--- config.mk ---
export PLATFORM = sky130hd
export DESIGN_NAME = fb_access_arbiter
export DESIGN_NICKNAME = d
export VERILOG_FILES = /design/src/rtl/fb_pkg.sv /design/src/rtl/fb_addr_calc.sv /design/src/rtl/fb_access_arbiter.sv
export SDC_FILE = /design/constraint.sdc
export NUM_CORES = 1
export LEC_CHECK = 0
export ABC_CLOCK_PERIOD_IN_PS = 8400
export CORE_ASPECT_RATIO = 0.6
export CORE_UTILIZATION = 53
export DETAILED_ROUTE_END_ITERATION = 6
export PLACE_DENSITY_LB_ADDON = 0.08
export SYNTH_ARGS = -nofsm -noshare
export SYNTH_HDL_FRONTEND = slang
export SYNTH_SLANG_ARGS = --single-unit
--- constraint.sdc ---
create_clock -name pixelClk -period 8.4 [get_ports pixelClk]
set_clock_uncertainty 0.15 [all_clocks]
set_input_delay 0.84 -clock pixelClk [delete_from_list [all_inputs] [get_ports pixelClk]]
set_output_delay 0.84 -clock pixelClk [all_outputs]
set_load 0.05 [all_outputs]
--- src/rtl/fb_pkg.sv ---
// Shared framebuffer geometry, arbiter state encoding and nibble helpers.
// Pixel nibble 0 sits in bits [31:28] of its word.
package fb_pkg;

  localparam int H_RES        = 640;
  localparam int V_RES        = 480;
  localparam int PIX_PER_WORD = 8;
  localparam int FB_WORDS     = H_RES * V_RES / PIX_PER_WORD;

  typedef enum logic [2:0] {
    ST_IDLE,
    ST_RD,
    ST_CAP,
    ST_WR,
    ST_FILL
  } state_e;

  function automatic logic [3:0] nib_get(input logic [31:0] word, input logic [2:0] idx);
    logic [4:0] lsb;
    lsb = {3'd7 - idx, 2'b00};
    return word[lsb +: 4];
  endfunction

  function automatic logic [31:0] nib_set(input logic [31:0] word, input logic [2:0] idx,
                                          input logic [3:0] val);
    logic [31:0] res;
    logic [4:0]  lsb;
    lsb          = {3'd7 - idx, 2'b00};
    res          = word;
    res[lsb +: 4] = val;
    return res;
  endfunction

endpackage

--- src/rtl/fb_addr_calc.sv ---
// Maps (x, y) to framebuffer byte address, nibble slot and visibility.
// Purely combinational, zero latency, no backpressure.
module fb_addr_calc
  import fb_pkg::*;
(
  input  logic [9:0]  x_i,
  input  logic [9:0]  y_i,
  output logic [31:0] byte_addr_o,
  output logic [2:0]  nib_o,
  output logic        in_range_o
);

  logic [18:0] pix;

  assign pix         = 19'(x_i) + 19'(H_RES) * 19'(y_i);
  assign byte_addr_o = {14'd0, pix[18:3], 2'b00};
  assign nib_o       = pix[2:0];
  assign in_range_o  = (x_i < 10'(H_RES)) && (y_i < 10'(V_RES));

endmodule

--- src/rtl/fb_access_arbiter.sv ---
// Shares one BRAM port: display reads (top priority), nibble RMW pixel writes, frame fill.
// Display pixel 1 cycle after disp_en; uncontended write takes 4 cycles; display cycles stall writes/fill.
module fb_access_arbiter
  import fb_pkg::*;
(
  input  logic        pixelClk,
  input  logic        reset,
  input  logic        disp_en,
  input  logic [9:0]  disp_x,
  input  logic [9:0]  disp_y,
  output logic [3:0]  disp_pixel,
  output logic        disp_valid,
  input  logic        wr_valid,
  output logic        wr_ready,
  input  logic [9:0]  wr_x,
  input  logic [9:0]  wr_y,
  input  logic [3:0]  wr_color,
  input  logic        fill_start,
  input  logic [3:0]  fill_color,
  output logic        fill_busy,
  output logic [31:0] bram_addr,
  output logic        bram_en,
  output logic [3:0]  bram_we,
  output logic [31:0] bram_din,
  input  logic [31:0] bram_dout
);

  logic [31:0] disp_addr, wr_calc_addr;
  logic [2:0]  disp_nib, wr_calc_nib;
  logic        disp_in_range, wr_in_range;

  fb_addr_calc u_disp_calc (
    .x_i        (disp_x),
    .y_i        (disp_y),
    .byte_addr_o(disp_addr),
    .nib_o      (disp_nib),
    .in_range_o (disp_in_range)
  );

  fb_addr_calc u_wr_calc (
    .x_i        (wr_x),
    .y_i        (wr_y),
    .byte_addr_o(wr_calc_addr),
    .nib_o      (wr_calc_nib),
    .in_range_o (wr_in_range)
  );

  state_e      state_q, state_d;
  logic [15:0] fill_cnt_q, fill_cnt_d;
  logic [3:0]  fill_color_q, fill_color_d;
  logic [31:0] wr_addr_q, wr_addr_d;
  logic [2:0]  wr_nib_q, wr_nib_d;
  logic [3:0]  wr_color_q, wr_color_d;
  logic [31:0] merge_q, merge_d;
  logic        disp_valid_q;
  logic [2:0]  disp_nib_q;

  always_comb begin
    state_d      = state_q;
    fill_cnt_d   = fill_cnt_q;
    fill_color_d = fill_color_q;
    wr_addr_d    = wr_addr_q;
    wr_nib_d     = wr_nib_q;
    wr_color_d   = wr_color_q;
    merge_d      = merge_q;
    bram_en      = 1'b0;
    bram_we      = 4'h0;
    bram_addr    = 32'h0;
    bram_din     = 32'h0;
    wr_ready     = 1'b0;

    if (disp_en) begin
      bram_en   = 1'b1;
      bram_addr = disp_addr;
    end

    case (state_q)
      ST_IDLE: begin
        wr_ready = !fill_start;
        if (fill_start) begin
          fill_color_d = fill_color;
          fill_cnt_d   = 16'd0;
          state_d      = ST_FILL;
        end else if (wr_valid) begin
          wr_addr_d  = wr_calc_addr;
          wr_nib_d   = wr_calc_nib;
          wr_color_d = wr_color;
          if (wr_in_range) state_d = ST_RD;
        end
      end
      ST_RD: begin
        if (!disp_en) begin
          bram_en   = 1'b1;
          bram_addr = wr_addr_q;
          state_d   = ST_CAP;
        end
      end
      ST_CAP: begin
        // Read data from the RD cycle is on bram_dout now, even if display took the port.
        merge_d = nib_set(bram_dout, wr_nib_q, wr_color_q);
        state_d = ST_WR;
      end
      ST_WR: begin
        if (!disp_en) begin
          bram_en   = 1'b1;
          bram_we   = 4'hF;
          bram_addr = wr_addr_q;
          bram_din  = merge_q;
          state_d   = ST_IDLE;
        end
      end
      ST_FILL: begin
        if (!disp_en) begin
          bram_en   = 1'b1;
          bram_we   = 4'hF;
          bram_addr = {14'd0, fill_cnt_q, 2'b00};
          bram_din  = {8{fill_color_q}};
          if (fill_cnt_q == 16'(FB_WORDS - 1)) state_d = ST_IDLE;
          else fill_cnt_d = fill_cnt_q + 16'd1;
        end
      end
      default: state_d = ST_IDLE;
    endcase

    // Reset takes the port away immediately so an aborted fill writes nothing more.
    if (reset) begin
      bram_en  = 1'b0;
      bram_we  = 4'h0;
      wr_ready = 1'b0;
    end
  end

  always_ff @(posedge pixelClk) begin
    if (reset) begin
      state_q      <= ST_IDLE;
      fill_cnt_q   <= 16'd0;
      fill_color_q <= 4'h0;
      wr_addr_q    <= 32'h0;
      wr_nib_q     <= 3'd0;
      wr_color_q   <= 4'h0;
      merge_q      <= 32'h0;
      disp_valid_q <= 1'b0;
      disp_nib_q   <= 3'd0;
    end else begin
      state_q      <= state_d;
      fill_cnt_q   <= fill_cnt_d;
      fill_color_q <= fill_color_d;
      wr_addr_q    <= wr_addr_d;
      wr_nib_q     <= wr_nib_d;
      wr_color_q   <= wr_color_d;
      merge_q      <= merge_d;
      disp_valid_q <= disp_en;
      disp_nib_q   <= disp_nib;
    end
  end

  assign disp_valid = disp_valid_q && !reset;
  assign disp_pixel = disp_valid_q ? nib_get(bram_dout, disp_nib_q) : 4'h0;
  assign fill_busy  = (state_q == ST_FILL) && !reset;

  disp_coord_ok: assert property (@(posedge pixelClk) disable iff (reset) disp_en |-> disp_in_range);

endmodule

==> run_results.csv, run 1 <==
group,metric,value,unit
run_status,outcome,"finished with violations",
run_status,violations,"design-rule violations",
clock_tree,cts_resized,0,
place,post-place-cells,979,
timing,rsz0062_at_grt,"false",
global_routing,first_global_vias,5580,
synthesis,netlist_instances,739,
power_and_ir_drop,p_leak,2.99,nW
synthesis,yosysMostFrequentCell,"nand2_1",
timing,min_period,5.68,ns
routing,num_vias,5928,
critical_path,slowest_delay,0.84,ns
place,gp_congestion,0.917,
critical_path,arrival,4.69,ns
clock_tree,clk_pin_slew,0.06,ns
timing,max_slew_margin,14.2,%
clock_tree,postCtsSetupBuffers,0,
clock_tree,cts-root-buf,"clkbuf_16",
flow_run,drv_cap,0,
synthesis,syn_area,5960,um^2
critical_path,crit_cells,10,
layout,fillers,847,
floorplan,num_io_pins,161,
critical_path,path_cells,"clkdlybuf4s50_1, ha_1, ha_1, o21a_1, a2111oi_0, o21bai_1, xnor2_1, o31a_1, o31ai_2, clkdlybuf4s50_1",
layout,finalInstanceArea,7650,um^2
routing,wl_per_cell,18.1,um
clock_tree,clock-sinks,82,
routing,totalWireLength,18000,um
global_routing,grt_max_degree,76,
routing,ant_nets,0,
floorplan,die-width,139,um
routing,wl_met3,1530,um
power_and_ir_drop,power,1.25,mW
critical_path,worstPathRequired,7.41,ns
critical_path,start_kind,"input port",
floorplan,rows,29,
synthesis,ys_ff_latch,82,
critical_path,crit_type,"input port to output port",
synthesis,synthArstFlopShare,0,%
critical_path,reg2reg_depth,5,
floorplan,initial_core_util,55.5,%
routing,viasPerCell,5.96,
timing,fin_tns_setup,0,ns
floorplan,core_region_area,10700,um^2
critical_path,cp_num_buf_inv,2,
critical_path,rrSetupSlack,5.43,ns
critical_path,critPathLaunch,"disp_y[5]",
routing,dr.first_iter.drc_count,550,
floorplan,die_height,84.1,um
global_routing,antenna_found_initial,0,
synthesis,synth-seq-area-share,27.5,%
routing,routed-wl-met2,7700,um
critical_path,worst-path-max-fanout,5,
place,hpwlAfterDp,13800,um
synthesis,synthTopCellsByArea,"dfxtp_1 (28%), ha_1 (8.6%), nand2_1 (7.9%)",
clock_tree,htree_levels,3,
critical_path,r2r-start,"wr_nib_q[0]$_SDFFE_PP0P_",
timing,fin_crit_sh,67.6,%
synthesis,synth_flop_cell,"dfxtp_1",
layout,fin_cells,994,
layout,drive_gt1_share,4.80,%
place,place_area,7350,um^2
routing,post-route-drc-count,11,
synthesis,synth_area_leader_cell,"dfxtp_1",
synthesis,synth.top_cell.area_share,27.5,%
synthesis,synth_cell_type_count,60,
synthesis,synth_edf_count,0,
routing,topRoutingLayerUsed,"met4",
clock_tree,numCtsBuffers,9,
synthesis,ys_warn_count,0,
timing,worstMarginPinSlew,1.28,ns
global_routing,grt_pass1_wl,28400,um
power_and_ir_drop,power.density,163,nW/um^2
power_and_ir_drop,irDropWorstVdd,0.000135,V
place,port_buffers,144,
global_routing,grt_usage,31.0,%
routing,wl_met1,8590,um
synthesis,synth.avg_cell_area,8.07,um^2
clock_tree,postCtsHoldBufs,0,
timing,slew_viol_final,0,
critical_path,worst_setup_path_end_kind,"output port",
floorplan,dieArea,11700,um^2
critical_path,endpoint,"bram_addr[17]",
layout,area_growth,28.3,%
timing,max_freq,176,MHz
timing,hold_ws,0.306,ns
global_routing,overflow,0,
timing,hold_viol,0,
timing,setup_viol_count_final,0,
clock_tree,clkLatencyLatePin,0.34,ns
clock_tree,cts.path.max_buffers,2,
critical_path,crit_slowest_cell,"clkdlybuf4s50_1",
layout,fin_nets,981,
layout,n_antenna_cell,0,
routing,drtPass1Iterations,7,
clock_tree,cts_tree,"done",
hold_path,hp-class,"flip-flop to flip-flop",
critical_path,rr_endpoint,"merge_q[3]$_SDFFE_PP0P_",
critical_path,cp_top_family,"compound AO/OA/AOI/OAI gates",
synthesis,synthTopCellsByCount,"nand2_1 (126), dfxtp_1 (82), nor2_1 (71)",
==> state kept, by name, indices dropped and copies added (netlist names) <==
name and cells:
disp_nib_q 3, disp_valid_q 1, wr_color_q 4, wr_nib_q 3
state_q 3, fill_cnt_q 16, merge_q 32, fill_color_q 4
wr_addr_q 16
==> layout make-up <==
type | count | area (um^2) | share of cell area [%]
inverters | 11 | 41.3 | 0.540
clock buffers | 10 | 239 | 3.12
flip-flops and latches | 82 | 1640 | 21.5
multi-input cells | 598 | 4020 | 52.6
repair buffers | 149 | 1470 | 19.3
clock inverters | 5 | 55.1 | 0.720
well taps | 139 | 174 | 2.27
==> how the worst min path moves through the flow <==
| stage | from | to | slack, ns | cells past startpoint |
|---|---|---|---|---|
| 4_1_cts | fill_color_q[3]$_SDFFE_PP0P_ | fill_color_q[3]$_SDFFE_PP0P_ | 0.31 | 2 |
| 3_3_place_gp | fill_color_q[2]$_SDFFE_PP0P_ | fill_color_q[2]$_SDFFE_PP0P_ | 0.30 | 2 |
| 3_5_place_dp | fill_color_q[3]$_SDFFE_PP0P_ | fill_color_q[3]$_SDFFE_PP0P_ | 0.30 | 2 |
| 5_1_grt | fill_color_q[3]$_SDFFE_PP0P_ | fill_color_q[3]$_SDFFE_PP0P_ | 0.32 | 2 |
| 6_report | fill_color_q[3]$_SDFFE_PP0P_ | fill_color_q[3]$_SDFFE_PP0P_ | 0.31 | 2 |
| 2_1_floorplan | wr_addr_q[8]$_SDFFE_PP0P_ | wr_addr_q[8]$_SDFFE_PP0P_ | 0.28 | 2 |
==> per-layer routing <==
| layer | GRT usage, % | vias up |
|---|---|---|
| met1 | 44.4 | 2813 |
| met2 | 46.8 | 255 |
| met4 | 6.67 | 0 |
| li1 | - | 2839 |
| met3 | 8.10 | 21 |
| met5 | 0 | - |
==> logic make-up after synthesis <==
family | share of synthesized area (%)
simple gates | 22.3
compound gates | 19.1
flops | 27.5
buf+inv | 6.09
fa+ha+maj | 9.95
mux | 9.24
xor+xnor | 5.73
other cells | 0.0629
==> power breakdown <==
part / internal [mW] / switching, mW / total [mW] / leakage, nW
Combinational: 0.165 / 0.253 / 0.419 / 2.18
Clock: 0.236 / 0.159 / 0.395 / 0.140
Sequential: 0.411 / 0.0240 / 0.435 / 0.666
==> per-stage QoR <==
step	utilization (%)	setup WS (ns)
floorplan	-	3.88
global placement	68.5	2.95
detailed placement	68.5	2.82
CTS	71.2	2.81
global route	71.2	2.56
finish	71.2	2.72
==> cell usage in the layout (no fill, tap or decap), types with 19 or more instances in the layout <==
master,n
xor2_1,20
ha_1,41
clkdlybuf4s50_1,143
a211oi_1,46
mux2i_1,37
nor2_1,71
o21ai_0,20
nand2_1,126
a21oi_1,37
xnor2_1,19
dfxtp_1,82
==> worst min-delay path, stage by stage, from the launching register on <==
cell and delay, ns:
dfxtp_1 0.31, nand2_1 0.05, a21oi_1 0.05
No activity file was read; power rests on OpenSTA's default activity.
==> run 2, diff against run 1 <==
- ABC_CLOCK_PERIOD_IN_PS: 8400 -> 4580
- CORE_UTILIZATION: 53 -> 45
- clock period: 8.4 -> 4.58 ns (I/O delays scaled with it)
==> run_results.csv, run 2 (synthesized netlist as in run 1, its figures left out) <==
group,metric,value,unit
run_status,outcome,"completed",
routing,totalWireLength,18300,um
critical_path,r2r-start,"wr_nib_q[0]$_SDFFE_PP0P_",
critical_path,critPathLaunch,"disp_y[2]",
critical_path,cp_common_cell,"ha_1",
critical_path,arrival,3.73,ns
timing,fin_tns_setup,0,ns
critical_path,slowest_delay,0.70,ns
place,gp_congestion,0.932,
layout,layout_commonest_cell,"nand2_1",
critical_path,rrSetupSlack,1.74,ns
layout,reg.largest.list,"merge_q: 32 flops, fill_cnt_q: 16 flops, wr_addr_q: 16 flops",
power_and_ir_drop,p_leak,3.08,nW
floorplan,die_height,91.2,um
layout,fin_cells,1030,
floorplan,die-width,151,um
layout,fillers,1173,
routing,post-route-drc-count,0,
timing,slew_viol_final,0,
place,hpwlAfterDp,14000,um
critical_path,crit_type,"input port to output port",
timing,max_freq,231,MHz
place,post-place-cells,1014,
timing,min_period,4.34,ns
layout,mostFrequentLayoutCells,"nand2_1 (126), clkdlybuf4s50_1 (105), dfxtp_1 (82), nor2_1 (71)",
layout,fin_nets,985,
clock_tree,numCtsBuffers,9,
floorplan,rows,32,
global_routing,overflow,0,
timing,setup_ws,0.244,ns
clock_tree,postCtsSetupBuffers,0,
critical_path,path_cells,"clkdlybuf4s50_1, ha_1, ha_1, a211o_1, a2111oi_0, o21bai_1, xnor2_1, o31a_1, o31ai_2, buf_12",
power_and_ir_drop,combPwrFrac,33.6,%
clock_tree,clock-sinks,82,
layout,largest_register_ffs,32,
routing,num_vias,5838,
routing,dr.first_iter.drc_count,547,
power_and_ir_drop,intPower,1.48,mW
timing,setup_viol_count_final,0,
place,place_area,7340,um^2
layout,top_register,"merge_q",
critical_path,worst-path-max-fanout,4,
critical_path,rr_endpoint,"merge_q[1]$_SDFFE_PP0P_",
timing,fin_crit_sh,94.7,%
clock_tree,cts_tree,"done",
layout,finalInstanceArea,7640,um^2
timing,hold_viol,0,
clock_tree,clk_pin_slew,0.06,ns
clock_tree,postCtsHoldBufs,0,
hold_path,hp-start,"fill_color_q[3]$_SDFFE_PP0P_",
routing,ant_nets,0,
hold_path,hp-class,"flip-flop to flip-flop",
power_and_ir_drop,clkPwrFrac,31.6,%
routing,wl_per_cell,17.7,um
layout,area_growth,28.1,%
hold_path,min_path_cells,2,
flow_run,drv_cap,0,
clock_tree,cts_resized,0,
clock_tree,clkLatencyLatePin,0.34,ns
routing,drtPass1Iterations,5,
floorplan,num_io_pins,161,
global_routing,antenna_found_initial,0,
floorplan,dieArea,13700,um^2
timing,rsz0062_at_grt,"false",
global_routing,grt_usage,26.6,%
layout,n_antenna_cell,0,
timing,worstMarginPinSlew,1.17,ns
floorplan,core_region_area,12900,um^2
hold_path,min_to,"fill_color_q[3]$_SDFFE_PP0P_",
critical_path,reg2reg_depth,5,
power_and_ir_drop,power,2.30,mW
power_and_ir_drop,irDropWorstVdd,0.000199,V
clock_tree,htree_levels,3,
power_and_ir_drop,pwr-share-seq,34.7,%
layout,drive_gt1_share,9.65,%
power_and_ir_drop,switching_share,35.5,%
clock_tree,cts.path.max_buffers,2,
place,dp_slack,0.321,ns
routing,viasPerCell,5.67,
clock_tree,cts-root-buf,"clkbuf_16",
timing,max_slew_margin,21.0,%
global_routing,grt_pass1_wl,28200,um
power_and_ir_drop,power.density,301,nW/um^2
critical_path,worstPathRequired,3.97,ns
critical_path,start_kind,"input port",
global_routing,first_global_vias,5313,
place,port_buffers,144,
power_and_ir_drop,p_sw,815,uW
global_routing,grt_max_degree,65,
critical_path,crit_slowest_cell,"a2111oi_0",
critical_path,worst_setup_path_end_kind,"output port",
floorplan,initial_core_util,46.2,%
-- run 2: cell count changes in the layout (fill, tap and decap cells not counted), sizes merged --
| cell | before | now |
|---|---|---|
| buf | 6 | 48 |
| clkdlybuf4s50 | 143 | 105 |
| clkinv | 2 | 3 |
-- run 2: worst max path at each step --
stage                    end  slack, ns  cells after the start
3_3_place_gp   bram_addr[17]       0.40                     11
5_1_grt        bram_addr[17]       0.08                     11
2_1_floorplan  bram_addr[17]       0.82                      9
3_5_place_dp   bram_addr[17]       0.32                     11
6_report       bram_addr[17]       0.24                     10
4_1_cts        bram_addr[17]       0.31                     11
-- run 2: worst max-delay path: cells and delay by family --
| kind | cells | cell delay [ns] |
|---|---|---|
| AOI/OAI and AO/OA | 5 | 1.78 |
| buffers and inverters | 2 | 0.61 |
| adders and majority gates | 2 | 0.66 |
| xor gates and xnor gates | 1 | 0.21 |
-- run 2: through the flow --
stage / hold WS, ns / util, %
global route: 0.328 / 59.2
detailed placement: 0.298 / 56.9
CTS: 0.306 / 59.2
floorplan: 0.282 / -
finish: 0.306 / 59.2
global placement: 0.294 / 56.9
-- run 2: area by class of cell --
cell class                 count  area [um^2]  area share, %
multi-input combinational    598         4020           52.7
sequential                    82         1640           21.5
timing repair buffer         153         1420           18.6
clock buffer                  10          229           3.00
tap                          170          213           2.79
clock inverter                 6         67.6          0.885
inverter                      11         41.3          0.541
-- run 2: metal layers --
layer	global-route usage [%]	wire length (um)	vias up
met1	41.9	9370	2728
li1	-	-	2847
met4	4.25	152	0
met5	0	0	-
met2	35.3	6980	243
met3	7.59	1750	20
-- run 2: power groups by stage --
stage | registers, mW | clock network, mW | logic, mW
3_3_place_gp | 0.811 | 0 | 0.750
3_5_place_dp | 0.812 | 0 | 0.757
6_report | 0.798 | 0.727 | 0.772
4_1_cts | 0.797 | 0.730 | 0.764
5_1_grt | 0.804 | 0.763 | 0.830
2_1_floorplan | 0.787 | 0 | 0.546
==> run 3, diff against run 2 <==
- ABC_CLOCK_PERIOD_IN_PS: 4580 -> 4900
- CORE_UTILIZATION: 45 -> 50
- clock period: 4.58 -> 4.9 ns (I/O delays scaled with it)
==> run_results.csv, run 3 (synthesized netlist as in run 1, its figures left out) <==
group,metric,value,unit
run_status,outcome,"completed",
global_routing,grtUsageMet2,40.6,%
critical_path,start_kind,"input port",
layout,fin_cells,1019,
layout,top_register,"merge_q",
critical_path,rr_endpoint,"merge_q[31]$_SDFFE_PP0P_",
clock_tree,cts_resized,0,
timing,slew_viol_final,0,
clock_tree,cts_tree,"done",
global_routing,grt_usage,29.9,%
timing,min_period,4.68,ns
layout,area_growth,30.1,%
routing,viasPerCell,5.79,
clock_tree,cts.path.max_buffers,2,
floorplan,die_height,86.6,um
clock_tree,clock-sinks,82,
floorplan,dieArea,12400,um^2
layout,n_antenna_cell,0,
clock_tree,htree_levels,3,
global_routing,grt_pass1_wl,28200,um
floorplan,core_region_area,11400,um^2
critical_path,rrSetupSlack,2.00,ns
global_routing,first_global_vias,5279,
routing,num_vias,5902,
power_and_ir_drop,pwr-share-seq,32.5,%
power_and_ir_drop,p_sw,755,uW
critical_path,worst_setup_path_end_kind,"output port",
critical_path,worstPathRequired,4.26,ns
layout,mostFrequentLayoutCells,"clkdlybuf4s50_1 (138), nand2_1 (126), dfxtp_1 (82), nor2_1 (71), a211oi_1 (46)",
timing,max_slew_margin,15.3,%
critical_path,crit_type,"input port to output port",
power_and_ir_drop,combPwrFrac,31.3,%
critical_path,r2r-start,"wr_nib_q[0]$_SDFFE_PP0P_",
routing,wl_per_cell,17.7,um
place,gp_congestion,0.936,
layout,fin_nets,984,
floorplan,initial_core_util,52.1,%
place,post-place-cells,1003,
timing,setup_ws,0.220,ns
global_routing,grt_max_degree,65,
timing,fin_tns_setup,0,ns
global_routing,grt-busiest-layer,"met1",
power_and_ir_drop,intPower,1.54,mW
hold_path,min_to,"fill_color_q[1]$_SDFFE_PP0P_",
clock_tree,cts-root-buf,"clkbuf_16",
floorplan,rows,30,
global_routing,globalRouteMet3Util,9.67,%
place,dp_slack,0.241,ns
critical_path,reg2reg_depth,5,
hold_path,hp-class,"flip-flop to flip-flop",
timing,hold_ws,0.308,ns
layout,drive_gt1_share,5.70,%
routing,drtPass1Iterations,5,
floorplan,num_io_pins,161,
power_and_ir_drop,irDropWorstVdd,0.000196,V
place,place_area,7390,um^2
clock_tree,clkLatencyLatePin,0.33,ns
power_and_ir_drop,p_leak,3.05,nW
timing,hold_viol,0,
global_routing,use_met1,45.5,%
power_and_ir_drop,power,2.30,mW
power_and_ir_drop,clkPwrFrac,36.2,%
clock_tree,numCtsBuffers,9,
hold_path,min_path_cells,2,
hold_path,hp-start,"fill_color_q[1]$_SDFFE_PP0P_",
power_and_ir_drop,switching_share,32.9,%
power_and_ir_drop,power.density,296,nW/um^2
critical_path,arrival,4.04,ns
layout,layout_commonest_cell,"clkdlybuf4s50_1",
routing,ant_nets,0,
clock_tree,clk_pin_slew,0.06,ns
floorplan,die-width,143,um
flow_run,drv_cap,0,
timing,fin_crit_sh,95.5,%
place,port_buffers,144,
place,hpwlAfterDp,13800,um
timing,max_freq,214,MHz
routing,post-route-drc-count,0,
clock_tree,postCtsHoldBufs,0,
clock_tree,postCtsSetupBuffers,0,
global_routing,antenna_found_initial,0,
routing,totalWireLength,18100,um
layout,finalInstanceArea,7760,um^2
timing,rsz0062_at_grt,"false",
layout,reg.largest.list,"merge_q: 32 flops, fill_cnt_q: 16 flops, wr_addr_q: 16 flops",
routing,dr.first_iter.drc_count,478,
layout,largest_register_ffs,32,
global_routing,overflow,0,
critical_path,worst-path-max-fanout,4,
timing,worstMarginPinSlew,1.26,ns
timing,setup_viol_count_final,0,
layout,utilization,67.7,%
## run 3: changes by cell type in the layout (fill, tap and decap cells not counted), sizes merged
cell and change:
bufinv +3, inv +1, buf -34, clkinv -2, clkinvlp -2, clkdlybuf4s50 +33
## run 3: per-layer routing
layer / routed length (um) / vias up
met4: 133 / 0
met1: 8780 / 2762
met5: 0 / -
met2: 7180 / 265
met3: 1990 / 15
li1: - / 2860
## run 3: worst max-delay path, stage by stage
cell and delay (ns):
clkdlybuf4s50_1 0.48, ha_1 0.32, ha_1 0.23, fa_1 0.56, nand3_1 0.09, o21ai_0 0.31, and2_1 0.22, nand4_1 0.18
xnor2_1 0.19, a21oi_1 0.14, clkdlybuf4s50_1 0.81
## run 3: worst max path at each step
stage,depth (start not counted),from,slack (ns),end
floorplan,9,disp_y[1],1.08,bram_addr[17]
global placement,11,disp_y[1],0.35,bram_addr[15]
detailed placement,11,disp_y[1],0.24,bram_addr[14]
CTS,11,disp_y[1],0.23,bram_addr[14]
global route,11,disp_y[1],0.02,bram_addr[15]
finish,11,disp_y[1],0.22,bram_addr[15]
## run 3: power by group through the flow
| stage | clock network [mW] | logic, mW | registers (mW) |
|---|---|---|---|
| after global routing | 0.867 | 0.777 | 0.753 |
| after floorplan | 0 | 0.510 | 0.736 |
| after detailed placement | 0 | 0.704 | 0.759 |
| after global placement | 0 | 0.696 | 0.758 |
| final | 0.832 | 0.718 | 0.748 |
| after CTS | 0.842 | 0.711 | 0.745 |
## run 3: layout make-up
type / count / area [um^2]
multi-input cells: 598 / 4020
fillers: 971 / 3690
well taps: 160 / 200
flip-flops and latches: 82 / 1640
clock buffers: 10 / 229
inverters: 11 / 41.3
repair buffers: 152 / 1480
clock inverters: 6 / 138
